==> config.mk <==
export PLATFORM = sky130hd
export DESIGN_NAME = mips_main_controller
export DESIGN_NICKNAME = d
export VERILOG_FILES = /design/src/rtl/mips_main_controller_pkg.sv /design/src/rtl/mips_main_controller.sv
export SDC_FILE = /design/constraint.sdc
export NUM_CORES = 1
export LEC_CHECK = 0
export BUFFER_PORTS_ARGS = -buffer_cell sky130_fd_sc_hd__clkbuf_2
export CAP_MARGIN = 10
export CORE_AREA = 2 2 39 41
export CTS_CLUSTER_SIZE = 10
export DETAILED_ROUTE_END_ITERATION = 10
export DIE_AREA = 0 0 41 43
export GPL_TIMING_DRIVEN = 1
export HOLD_SLACK_MARGIN = 0.08
export MAX_ROUTING_LAYER = met4
export PLACE_DENSITY = 0.87
export SLEW_MARGIN = 20
export SYNTH_ARGS = -nofsm -noshare
export SYNTH_HDL_FRONTEND = slang
export SYNTH_SLANG_ARGS = --single-unit
==> constraint.sdc <==
create_clock -name clk -period 3 [get_ports clk]
set_clock_uncertainty 0.1 [all_clocks]
set_input_delay 0.6 -clock clk [delete_from_list [all_inputs] [get_ports clk]]
set_output_delay 0.6 -clock clk [all_outputs]
set_load 0.02 [all_outputs]
==> src/rtl/mips_main_controller_pkg.sv <==
// Shared encodings for the multi-cycle MIPS main controller and the ALU decoder stage.
package mips_main_controller_pkg;

    // Opcodes taken from instr[31:26]
    localparam logic [5:0] OP_RTYPE = 6'b000000;
    localparam logic [5:0] OP_LW    = 6'b100011;
    localparam logic [5:0] OP_SW    = 6'b101011;
    localparam logic [5:0] OP_BEQ   = 6'b000100;
    localparam logic [5:0] OP_ADDI  = 6'b001000;
    localparam logic [5:0] OP_J     = 6'b000010;

    // State encodings, visible on state_dbg
    localparam logic [3:0] ST_FETCH   = 4'd0;
    localparam logic [3:0] ST_DECODE  = 4'd1;
    localparam logic [3:0] ST_MEMADR  = 4'd2;
    localparam logic [3:0] ST_MEMRD   = 4'd3;
    localparam logic [3:0] ST_MEMWB   = 4'd4;
    localparam logic [3:0] ST_MEMWR   = 4'd5;
    localparam logic [3:0] ST_RTYPEEX = 4'd6;
    localparam logic [3:0] ST_RTYPEWB = 4'd7;
    localparam logic [3:0] ST_BEQEX   = 4'd8;
    localparam logic [3:0] ST_ADDIEX  = 4'd9;
    localparam logic [3:0] ST_ADDIWB  = 4'd10;
    localparam logic [3:0] ST_JEX     = 4'd11;

    typedef enum logic [3:0] {
        S_FETCH   = ST_FETCH,
        S_DECODE  = ST_DECODE,
        S_MEMADR  = ST_MEMADR,
        S_MEMRD   = ST_MEMRD,
        S_MEMWB   = ST_MEMWB,
        S_MEMWR   = ST_MEMWR,
        S_RTYPEEX = ST_RTYPEEX,
        S_RTYPEWB = ST_RTYPEWB,
        S_BEQEX   = ST_BEQEX,
        S_ADDIEX  = ST_ADDIEX,
        S_ADDIWB  = ST_ADDIWB,
        S_JEX     = ST_JEX
    } state_e;

    // ALUOp: what the ALU decoder should do
    localparam logic [1:0] ALUOP_ADD   = 2'b00;
    localparam logic [1:0] ALUOP_SUB   = 2'b01;
    localparam logic [1:0] ALUOP_FUNCT = 2'b10;

    // ALU B operand select
    localparam logic [1:0] SRCB_REGB    = 2'b00;
    localparam logic [1:0] SRCB_FOUR    = 2'b01;
    localparam logic [1:0] SRCB_SEXT    = 2'b10;
    localparam logic [1:0] SRCB_SEXT_SH = 2'b11;

    // Next-PC source select
    localparam logic [1:0] PCSRC_ALU    = 2'b00;
    localparam logic [1:0] PCSRC_ALUOUT = 2'b01;
    localparam logic [1:0] PCSRC_JUMP   = 2'b10;

endpackage

==> src/rtl/mips_main_controller.sv <==
// Multi-cycle MIPS main control FSM with a memory-ready stall handshake.
//
// state    | meaning
// ---------+-------------------------------------------------------------
// FETCH    | read instruction at PC, load IR and PC+4 when memory ready
// DECODE   | compute branch target into ALUOut, dispatch on opcode
// MEMADR   | compute load/store address regA + sext(imm)
// MEMRD    | data read at ALUOut, wait for memory ready
// MEMWB    | write MDR to rt
// MEMWR    | data write at ALUOut, strobe held until memory ready
// RTYPEEX  | regA op regB, operation chosen by funct
// RTYPEWB  | write ALUOut to rd
// BEQEX    | regA - regB, load branch target when zero
// ADDIEX   | regA + sext(imm)
// ADDIWB   | write ALUOut to rt
// JEX      | load jump target into PC
// 12..15   | unreachable, recover to FETCH with all enables low
module mips_main_controller
    import mips_main_controller_pkg::*;
(
    input  logic       clk,
    input  logic       reset_n,
    input  logic [5:0] opcode,
    input  logic       zero,
    input  logic       mem_ready,
    output logic       mem_req,
    output logic       IorD,
    output logic       MemWrite,
    output logic       IRWrite,
    output logic       RegDst,
    output logic       MemtoReg,
    output logic       RegWrite,
    output logic       ALUSrcA,
    output logic [1:0] ALUSrcB,
    output logic [1:0] ALUOp,
    output logic [1:0] PCSrc,
    output logic       PCEn,
    output logic       illegal_op,
    output logic       retire,
    output logic [3:0] state_dbg
);

    state_e r_state;
    state_e w_next;
    logic   w_pcwrite;
    logic   w_branch;

    // State register; reset aborts any instruction in flight
    always_ff @(posedge clk or negedge reset_n) begin
        if (!reset_n) begin
            r_state <= S_FETCH;
        end else begin
            r_state <= w_next;
        end
    end

    // Next-state and Moore output decode
    always_comb begin
        w_next     = S_FETCH;
        mem_req    = 1'b0;
        IorD       = 1'b0;
        MemWrite   = 1'b0;
        IRWrite    = 1'b0;
        RegDst     = 1'b0;
        MemtoReg   = 1'b0;
        RegWrite   = 1'b0;
        ALUSrcA    = 1'b0;
        ALUSrcB    = SRCB_REGB;
        ALUOp      = ALUOP_ADD;
        PCSrc      = PCSRC_ALU;
        w_pcwrite  = 1'b0;
        w_branch   = 1'b0;
        illegal_op = 1'b0;
        retire     = 1'b0;

        case (r_state)
            S_FETCH: begin
                mem_req   = 1'b1;
                ALUSrcB   = SRCB_FOUR;
                IRWrite   = mem_ready;
                w_pcwrite = mem_ready;
                w_next    = mem_ready ? S_DECODE : S_FETCH;
            end
            S_DECODE: begin
                ALUSrcB = SRCB_SEXT_SH;
                case (opcode)
                    OP_LW, OP_SW: w_next = S_MEMADR;
                    OP_RTYPE:     w_next = S_RTYPEEX;
                    OP_BEQ:       w_next = S_BEQEX;
                    OP_ADDI:      w_next = S_ADDIEX;
                    OP_J:         w_next = S_JEX;
                    default: begin
                        w_next     = S_FETCH;
                        illegal_op = 1'b1;
                    end
                endcase
            end
            S_MEMADR: begin
                ALUSrcA = 1'b1;
                ALUSrcB = SRCB_SEXT;
                // Only LW/SW reach here, so anything not SW is a load.
                w_next  = (opcode == OP_SW) ? S_MEMWR : S_MEMRD;
            end
            S_MEMRD: begin
                mem_req = 1'b1;
                IorD    = 1'b1;
                w_next  = mem_ready ? S_MEMWB : S_MEMRD;
            end
            S_MEMWB: begin
                MemtoReg = 1'b1;
                RegWrite = 1'b1;
                retire   = 1'b1;
                w_next   = S_FETCH;
            end
            S_MEMWR: begin
                mem_req  = 1'b1;
                IorD     = 1'b1;
                MemWrite = 1'b1;
                retire   = mem_ready;
                w_next   = mem_ready ? S_FETCH : S_MEMWR;
            end
            S_RTYPEEX: begin
                ALUSrcA = 1'b1;
                ALUOp   = ALUOP_FUNCT;
                w_next  = S_RTYPEWB;
            end
            S_RTYPEWB: begin
                RegDst   = 1'b1;
                RegWrite = 1'b1;
                retire   = 1'b1;
                w_next   = S_FETCH;
            end
            S_BEQEX: begin
                ALUSrcA  = 1'b1;
                ALUOp    = ALUOP_SUB;
                PCSrc    = PCSRC_ALUOUT;
                w_branch = 1'b1;
                retire   = 1'b1;
                w_next   = S_FETCH;
            end
            S_ADDIEX: begin
                ALUSrcA = 1'b1;
                ALUSrcB = SRCB_SEXT;
                w_next  = S_ADDIWB;
            end
            S_ADDIWB: begin
                RegWrite = 1'b1;
                retire   = 1'b1;
                w_next   = S_FETCH;
            end
            S_JEX: begin
                PCSrc     = PCSRC_JUMP;
                w_pcwrite = 1'b1;
                retire    = 1'b1;
                w_next    = S_FETCH;
            end
            default: begin
                w_next = S_FETCH;
            end
        endcase
    end

    assign PCEn      = w_pcwrite | (w_branch & zero);
    assign state_dbg = r_state;

endmodule

# --- Word-level counts from Yosys, hierarchy flattened ---
# Index checks and enable logic that the tools add are counted.
# Widths: inputs -> output; s select.
word_totals:
  register_bits: 4
  in_bits: 10
  out_inout_bits: 21
  elab_cells: 51
classes:
  n_eq_ne: 16
  mux: 22
  n_bitwise: 2
  n_reduce_logical: 10
ops:
  columns: ["cell", "n"]
  rows:
  - ["$pmux 4 s7", 1]
  - ["$pmux 4 s5", 1]
  - ["$eq 4x3->1 const B", 4]
  - ["$eq 4x4->1 const B", 4]
  - ["$eq 6x6->1 const B", 2]
  - ["$mux 1", 12]
  - ["$mux 3", 3]
  - ["$eq 4x2->1 const B", 2]
  - ["$pmux 2 s2", 2]
  - ["$eq 6x2->1 const B", 1]
  - ["$eq 6x3->1 const B", 1]
  - ["$eq 6x4->1 const B", 1]
  - ["$logic_not 6->1", 1]
  - ["$pmux 2 s3", 1]
  - ["$reduce_or 2->1", 3]
  - ["$reduce_or 3->1", 2]
  - ["$reduce_or 6->1", 1]
  - ["$reduce_or 5->1", 1]
  - ["$eq 4x1->1 const B", 1]
  - ["$logic_not 4->1", 1]
  - ["$pmux 1 s2", 2]
  - ["$reduce_or 4->1", 1]
  - ["$and 1x1->1", 1]
  - ["$or 1x1->1", 1]

# --- Longest topological paths before layout ---
# Gate-level depths: netlist of the first run.
logic_depth:
  depth_word: 4
  mapped_depth: 5
  ltp_nobuf: 3

# --- Least setup slack after synthesis of the first run ---
# No wires, ideal clock.
synth_path:
  kind: "flip-flop to output port"
  start: "reg r_state[1] (netlist: state_dbg[1])"
  end: "out PCSrc[0]"
  t_arrival_ns: 1.625
  required_ns: 2.300
  path_slack_ns: 0.675
  stages_incl_launch_ff: 5
  n_path_buf: 3
  cell_sequence: "dfrtp_1 > buf_2 > buf_2 > nor3_1 > buf_4"
synth_via:
  elab_chain_len: 2
  elab_cells_between_ends: 3
  cone_classes: "eq/ne: 2; mux: 1"
synth_rtl:
  columns: ["item", "line", "source"]
  rows:
  - ["start: declaration", "mips_main_controller.sv:43", "state_e r_state;"]
  - ["start signal: assignment", "mips_main_controller.sv:53", "r_state <= w_next;"]
  - ["$eq 4x4->1", "mips_main_controller.sv:76", "case (r_state)"]
  - ["$pmux 2 s2 (*)", "mips_main_controller.sv:76", null]
  - ["end: declaration", "mips_main_controller.sv:36", "output logic [1:0] PCSrc,"]
# Every way passes the cells marked *; elsewhere a longest branch is shown, timed or not.

# --- Worst setup path in the final report of the first run ---
layout_path:
  start: "reg r_state[0] (netlist: state_dbg[0])"
  end: "out mem_req"
layout_via:
  elab_chain_len: 3
  elab_cells_between_ends: 5
  cone_classes: "eq/ne: 2; mux: 1; reduce/logical: 2"
layout_rtl:
  columns: ["item", "line", "source"]
  rows:
  - ["$eq 4x3->1 (tied with other cells)", "mips_main_controller.sv:76", null]
  - ["$reduce_or 3->1 (no line) (*)", null, null]
  - ["$mux 1 (*)", "mips_main_controller.sv:76", null]
  - ["end: declaration", "mips_main_controller.sv:26", "output logic mem_req,"]
# Marks and branches as above.

==> metrics.csv, run 1 <==
stage,metric,value,unit
status,status,completed,
min_path,min-delay-start,opcode[4],
worst_setup_path,max_stage_delay,0.69,ns
detailed_routing,dr.pass1.iters,4,
placement,io_buffers,30,
min_path,hp-class,primary input to register,
worst_setup_path,worstPathArrival,1.74,ns
worst_setup_path,required,2.30,ns
min_path,hold_depth,3,
placement,preCtsSetupSlack,0.7309,ns
timing,period_share,81.29,%
worst_setup_path,crit_fanout,21,
global_route,grt_overflow,0,
detailed_routing,drt-total-wl,1500,um
synth,syn_inst,81,
synth,synth.top_cell.area_share,16.88,%
layout,postLayoutCoreUtil,53.35,%
floorplanning,die_h,43,um
synth,synth.avg_cell_area,7.322,um2
synth,yosysWarnings,0,
worst_setup_path,reg2reg_depth,3,
synth,synth_flop_cell,dfrtp_1,
global_route,track_usage,19.20,%
clock_network,insertion_delay,0.23,ns
worst_setup_path,startpoint,state_dbg[0],
synth,synth_top_family_by_area,simple AND/OR/NAND/NOR gates,
floorplanning,rows,14,
clock_network,cts.htree.levels,1,
timing,max_slew_margin,61.37,%
layout,antenna_cells,0,
layout,area.growth.synth_to_final,24.47,%
clock_network,clk_pin_slew_worst_paths,0.04,ns
timing,finalSetupViolCount,0,
synth,yosysTopAreaCell,dfrtp_1,
worst_setup_path,critPathCaptureType,output pin,
synth,syn_nets,91,
worst_setup_path,path_class,register to output pin,
layout,nNetsFinal,119,
detailed_routing,vias,705,
timing,final.setup.tns,0,ns
timing,hold_viol,0,
power_and_ir_drop,irDropWorstVdd,349.5,uV
detailed_routing,wl_met3,84,um
worst_setup_path,worst_path_max_delay_cell,dfrtp_1,
clock_network,numCtsBuffers,3,
floorplanning,core_area,1384,um2
detailed_routing,wl_met2,748,um
timing,period_minus_slack,2.439,ns
global_route,grt_pass1_vias,579,
synth,synth_cell_types,36,
power_and_ir_drop,leakagePower,0.3502,nW
synth,synth_most_common_cell,nor3_1,
global_route,antenna_found_initial,0,
synth,synth_common_cells,"7 x nor3_1, 5 x nor2_1, 5 x nor2b_1, 5 x o21ai_0",
synth,ys_ff_latch,4,
detailed_routing,ant_nets,0,
synth,synth_area,593.1,um2
floorplanning,initial_utilization,42.86,%
global_route,grt_max_degree,23,
floorplanning,dieArea,1763,um2
detailed_routing,drt-met1-wl,667,um
synth,yosysSeqAreaShare,16.88,%
timing,worst_pin_slew,0.5794,ns
detailed_routing,drc,0,
clock_network,ctsRootBufferMaster,clkbuf_4,
placement,place_hpwl,1086,um
worst_setup_path,rr_startpoint,state_dbg[1],
clock_network,cts_sinks,4,
floorplanning,die_w,41,um
power_and_ir_drop,powerDensity,730.7,nW/um2
clock_network,tritoncts,yes,
worst_setup_path,cp.depth,4,
synth,synthAdderAreaFrac,0,%
global_route,grt_first_pass_wirelength,2346,um
synth,synth.area.mux_share,3.376,%
worst_setup_path,crit_family,flip-flops,
synth,synth_enable_flop_cells,0,
synth,yosys-top-cells-area,"dfrtp_1 17%, nor3_1 5.9%, nor2b_1 5.3%",
placement,place.gp.congestion,0.8370,
timing,rsz0062_at_grt,false,
floorplanning,pin_count,31,
detailed_routing,drtIter0Drc,8,
worst_setup_path,path_buf_inv,1,
synth,async_flop_share,100.0,%
worst_setup_path,critPathLaunchType,register,
timing,maxSlewViolCount,0,
synth,synth-compound-area-share,22.15,%
run,maxCapViolations,0,
worst_setup_path,cp_cell_sequence,"nor2b_1, or3_1, a21oi_1, clkbuf_2",
detailed_routing,top_layer_used,met3,
synth,synth_xor_area_share,4.430,%
synth,synth-simple-area-share,42.19,%
timing,fmax,0.4101,GHz
timing,final.setup.worst_slack,0.5613,ns
detailed_routing,wl_per_cell,12.20,um
detailed_routing,routed_via_density,5.732,
layout,final_layout_size_suffix_gt1_share,33.64,%
layout,largest_register_ffs,4,
clock_network,cts_buffer_depth,2,
[layer usage]
metal,GRT usage [%],vias to the layer above
met3,1.571,0
met5,-,-
met1,23.70,321
met4,8.000,0
li1,-,357
met2,30.63,27
[cell type report]
cell class / count / area [um2]
inverters: 2 / 7.507
repair buffers: 31 / 160.2
well taps: 16 / 20.02
multi-input cells: 67 / 427.9
clock buffers: 3 / 22.52
flip-flops and latches: 4 / 100.1
fillers: 141 / 645.6
[cells in the final DEF, fill, tap and decap left out]
cell	n
clkbuf_2	30
nor3_1	7
nor2_1	5
nor2b_1	5
o21ai_0	5
a21oi_1	4
dfrtp_1	4
nand2b_1	3
nand2_1	3
nand3_1	3
or3_1	3
clkbuf_4	3
inv_1	2
xor2_1	2
and3_1	2
o211ai_1	2
a211oi_1	2
nand4_1	2
o2111ai_1	2
mux2i_1	2
or2b_1	1
nor2_2	1
o21a_1	1
and4b_1	1
and4bb_2	1
nor4b_1	1
nor4_1	1
nor3b_1	1
and2b_2	1
o41ai_1	1
a221oi_1	1
xnor2_1	1
o22ai_1	1
a21o_1	1
and4_1	1
dlygate4sd3_1	1
[what timing repair did]
item / CTS / global route
gates resized for setup: 0 / 0
hold buffers: 1 / 0
setup endpoints to repair: 0 / 0
endpoints found under the hold margin: 4 / 0
buffers inserted: 0 / 0
[worst paths after layout]
kind | end | slack, ns
min reg2reg | state_dbg[3] | 0.72
max | mem_req | 0.56
max in group asynchronous | state_dbg[1] | 2.05
min | state_dbg[1] | 0.60
min in group asynchronous | state_dbg[0] | 0.63
max reg2reg | state_dbg[1] | 1.38
[cell families after synthesis]
group,count (synthesis)
and+or+nand+nor,42
AOI/OAI and AO/OA,20
buffers and inverters,10
DFF,4
xor gates and xnor gates,3
muxes,2
[per-stage QoR]
step	area (um2)	instances	hold WS, ns	power [mW]
2_1_floorplan	593.1	81	0.2044	0.3905
3_5_place_dp	705.7	119	0.3080	0.4716
3_3_place_gp	705.7	119	0.3053	0.4628
4_1_cts	738.2	123	0.5956	0.5410
5_1_grt	738.2	123	0.6085	0.5823
6_report	738.2	123	0.6017	0.5394
[worst min-delay path, stage by stage]
cell and delay [ns]:
clkbuf_2 0.11, o41ai_1 0.09, o2111ai_1 0.09
[power by group]
part	internal (mW)	switching [mW]	total, mW
sequential	0.0668	0.0681	0.135
clock	0.0447	0.0213	0.0660
combinational	0.135	0.203	0.338
(Power assumes the default switching activity.)
==> run 2, diff against run 1 <==
--- a/config.mk
+++ b/config.mk
@@ -7,14 +7,14 @@
 export LEC_CHECK = 0
 export BUFFER_PORTS_ARGS = -buffer_cell sky130_fd_sc_hd__clkbuf_2
 export CAP_MARGIN = 10
-export CORE_AREA = 2 2 39 41
+export CORE_AREA = 2 2 42 44
 export CTS_CLUSTER_SIZE = 10
 export DETAILED_ROUTE_END_ITERATION = 10
-export DIE_AREA = 0 0 41 43
+export DIE_AREA = 0 0 44 46
 export GPL_TIMING_DRIVEN = 1
 export HOLD_SLACK_MARGIN = 0.08
 export MAX_ROUTING_LAYER = met4
-export PLACE_DENSITY = 0.87
+export PLACE_DENSITY = 0.8
 export SLEW_MARGIN = 20
 export SYNTH_ARGS = -nofsm -noshare
 export SYNTH_HDL_FRONTEND = slang
==> constraint.sdc (replaced) <==
create_clock -name clk -period 2.1 [get_ports clk]
set_clock_uncertainty 0.1 [all_clocks]
set_input_delay 0.42 -clock clk [delete_from_list [all_inputs] [get_ports clk]]
set_output_delay 0.42 -clock clk [all_outputs]
set_load 0.02 [all_outputs]
==> run 2 against run 1 <==
  * Global-route usage shrank 1.2 points
  * Setup slack worse by 0.46 ns
  * Clock-buffer cell count stayed put
  * Total power grew 53%
  * Routed wire length is 3.6% higher
==> metrics.csv, run 2 (synthesis gave the netlist of run 1 again) <==
stage,metric,value,unit,change
status,status,completed,,unchanged
clock_network,tritoncts,yes,,unchanged
global_route,grt_overflow,0,,unchanged
placement,preCtsSetupSlack,0.1995,ns,was 0.7309 ns
clock_network,clk_pin_slew_worst_paths,0.04,ns,about the same
layout,final_layout_size_suffix_gt1_share,40.71,%,was 33.64%
min_path,min_to,state_dbg[1],,unchanged
placement,place_hpwl,1198,um,was 1086 um
worst_setup_path,reg2reg_depth,4,,was 3
clock_network,cts.htree.levels,1,,unchanged
timing,finalSetupViolCount,0,,unchanged
power_and_ir_drop,irDropWorstVdd,444.5,uV,was 349.5 uV
layout,largest_register_ffs,4,,unchanged
worst_setup_path,worstPathArrival,1.48,ns,was 1.74 ns
timing,final.setup.worst_slack,0.09797,ns,was 0.5613 ns
clock_network,numCtsBuffers,3,,unchanged
clock_network,cts_buffer_depth,2,,unchanged
layout,layout_common_cells,"29 x clkbuf_2, 6 x nor3_1, 6 x buf_4",,"was 30 x clkbuf_2, 7 x nor3_1, 5 x nor2_1, 5 x nor2b_1, 5 x o21ai_0"
placement,place.gp.congestion,0.8104,,was 0.8370
detailed_routing,drtIter0Drc,10,,was 8
layout,nNetsFinal,125,,was 119
detailed_routing,drc,0,,unchanged
min_path,min-delay-start,opcode[4],,unchanged
worst_setup_path,required,1.58,ns,was 2.30 ns
clock_network,insertion_delay,0.23,ns,about the same
global_route,grt_first_pass_wirelength,2628,um,was 2346 um
min_path,hold_depth,3,,unchanged
detailed_routing,dr.pass1.iters,4,,unchanged
global_route,grt_pass1_vias,652,,was 579
global_route,antenna_found_initial,0,,unchanged
timing,period_share,95.33,%,
layout,seqCellArea,103.9,um2,was 100.1 um2
floorplanning,die_h,46,um,was 43 um
placement,place_inst,126,,was 119
detailed_routing,drt-total-wl,1554,um,was 1500 um
floorplanning,dieArea,2024,um2,was 1763 um2
floorplanning,rows,15,,was 14
floorplanning,core_area,1614,um2,was 1384 um2
power_and_ir_drop,leakagePower,0.3813,nW,was 0.3502 nW
global_route,track_usage,18.00,%,was 19.20%
layout,final_common_cell,clkbuf_2,,unchanged
clock_network,post_cts_buffers,0,,unchanged
detailed_routing,drt-met1-wl,673,um,was 667 um
detailed_routing,ant_nets,0,,unchanged
detailed_routing,wl_met2,756,um,was 748 um
detailed_routing,routed_via_density,5.592,,was 5.732
layout,area.growth.synth_to_final,34.60,%,was 24.47%
detailed_routing,wl_per_cell,11.95,um,was 12.20 um
detailed_routing,wl_met3,109,um,was 84 um
worst_setup_path,critPathCaptureType,output pin,,unchanged
floorplanning,die_w,44,um,was 41 um
worst_setup_path,crit_fanout,9,,was 21
detailed_routing,top_layer_used,met4,,was met3
min_path,hp-class,primary input to register,,unchanged
layout,antenna_cells,0,,unchanged
worst_setup_path,reg2reg_to,state_dbg[2],,was state_dbg[1]
layout,final_cells,130,,was 123
placement,post_dp_cell_area,757.0,um2,was 705.7 um2
worst_setup_path,critPathLaunchType,register,,unchanged
worst_setup_path,rr_startpoint,state_dbg[2],,was state_dbg[1]
floorplanning,initial_utilization,36.74,%,was 42.86%
timing,worst_pin_slew,0.4003,ns,was 0.5794 ns
layout,fillCellCount,170,,was 141
layout,fin_area,798.3,um2,was 738.2 um2
timing,max_slew_margin,72.94,%,was 61.37%
timing,holdWs,0.3859,ns,was 0.6017 ns
timing,period_minus_slack,2.002,ns,
worst_setup_path,path_class,register to output pin,,unchanged
detailed_routing,vias,727,,was 705
clock_network,cts_sinks,4,,unchanged
power_and_ir_drop,total_power,0.8251,mW,was 0.5394 mW
global_route,grt_max_degree,16,,was 23
power_and_ir_drop,powerDensity,1034,nW/um2,was 730.7 nW/um2
timing,rsz0062_at_grt,false,,unchanged
timing,hold_viol,0,,unchanged
clock_network,ctsRootBufferMaster,clkbuf_4,,unchanged
timing,final.setup.tns,0,ns,unchanged
layout,multiInputGateArea,437.9,um2,was 427.9 um2
timing,maxSlewViolCount,0,,unchanged
layout,postLayoutCoreUtil,49.46,%,was 53.35%
placement,io_buffers,30,,unchanged
run,maxCapViolations,0,,unchanged
floorplanning,pin_count,31,,unchanged
timing,fmax,0.4995,GHz,
worst_setup_path,ff2ff_setup_slack,0.58,ns,was 1.38 ns
==> run 2: cell types whose count changed in the layout (fill, tap and decap cells not counted), sizes merged <==
cell and delta:
buf +7, clkbuf -1
==> run 2: cell type report <==
| class | count | area share, % |
|---|---|---|
| clock buffers | 3 | 2.821 |
| well taps | 17 | 2.665 |
| flip-flops and latches | 4 | 13.01 |
| inverters | 2 | 0.9404 |
| multi-input cells | 67 | 54.86 |
| repair buffers | 37 | 25.71 |
==> run 2: critical path: stages, from the launching register on <==
cell and delay, ns:
dfrtp_2 0.45, nor2b_1 0.17, or3_1 0.30, a21oi_1 0.14, buf_2 0.18
==> run 2: how the worst max path moves through the flow <==
stage / start / slack, ns / to / cells past startpoint
6_report: state_dbg[2] / 0.1 / mem_req / 4
3_5_place_dp: opcode[1] / 0.20 / illegal_op / 5
2_1_floorplan: state_dbg[0] / 0.004 / RegWrite / 4
5_1_grt: state_dbg[3] / 0.007 / RegWrite / 4
3_3_place_gp: opcode[1] / 0.21 / illegal_op / 5
4_1_cts: state_dbg[2] / 0.01 / IRWrite / 5
==> run 2: where the power goes <==
part	switching, mW	internal, mW	leakage [nW]	total (mW)
clock network	0.0313	0.0639	0.0138	0.0952
logic	0.357	0.232	0.319	0.589
registers	0.0414	0.0991	0.0488	0.140
==> run 2: layer usage <==
metal  vias up  GRT usage [%]
met3         2          2.381
met2        31          32.94
met5         -              -
met1       326          18.53
li1        368              -
met4         0          9.697
==> run 2: what timing repair did <==
item | in CTS | in global routing
resized for setup | 0 | 5
hold endpoints to repair | 4 | 0
setup endpoints to repair | 0 | 5
hold buffers | 1 | 0
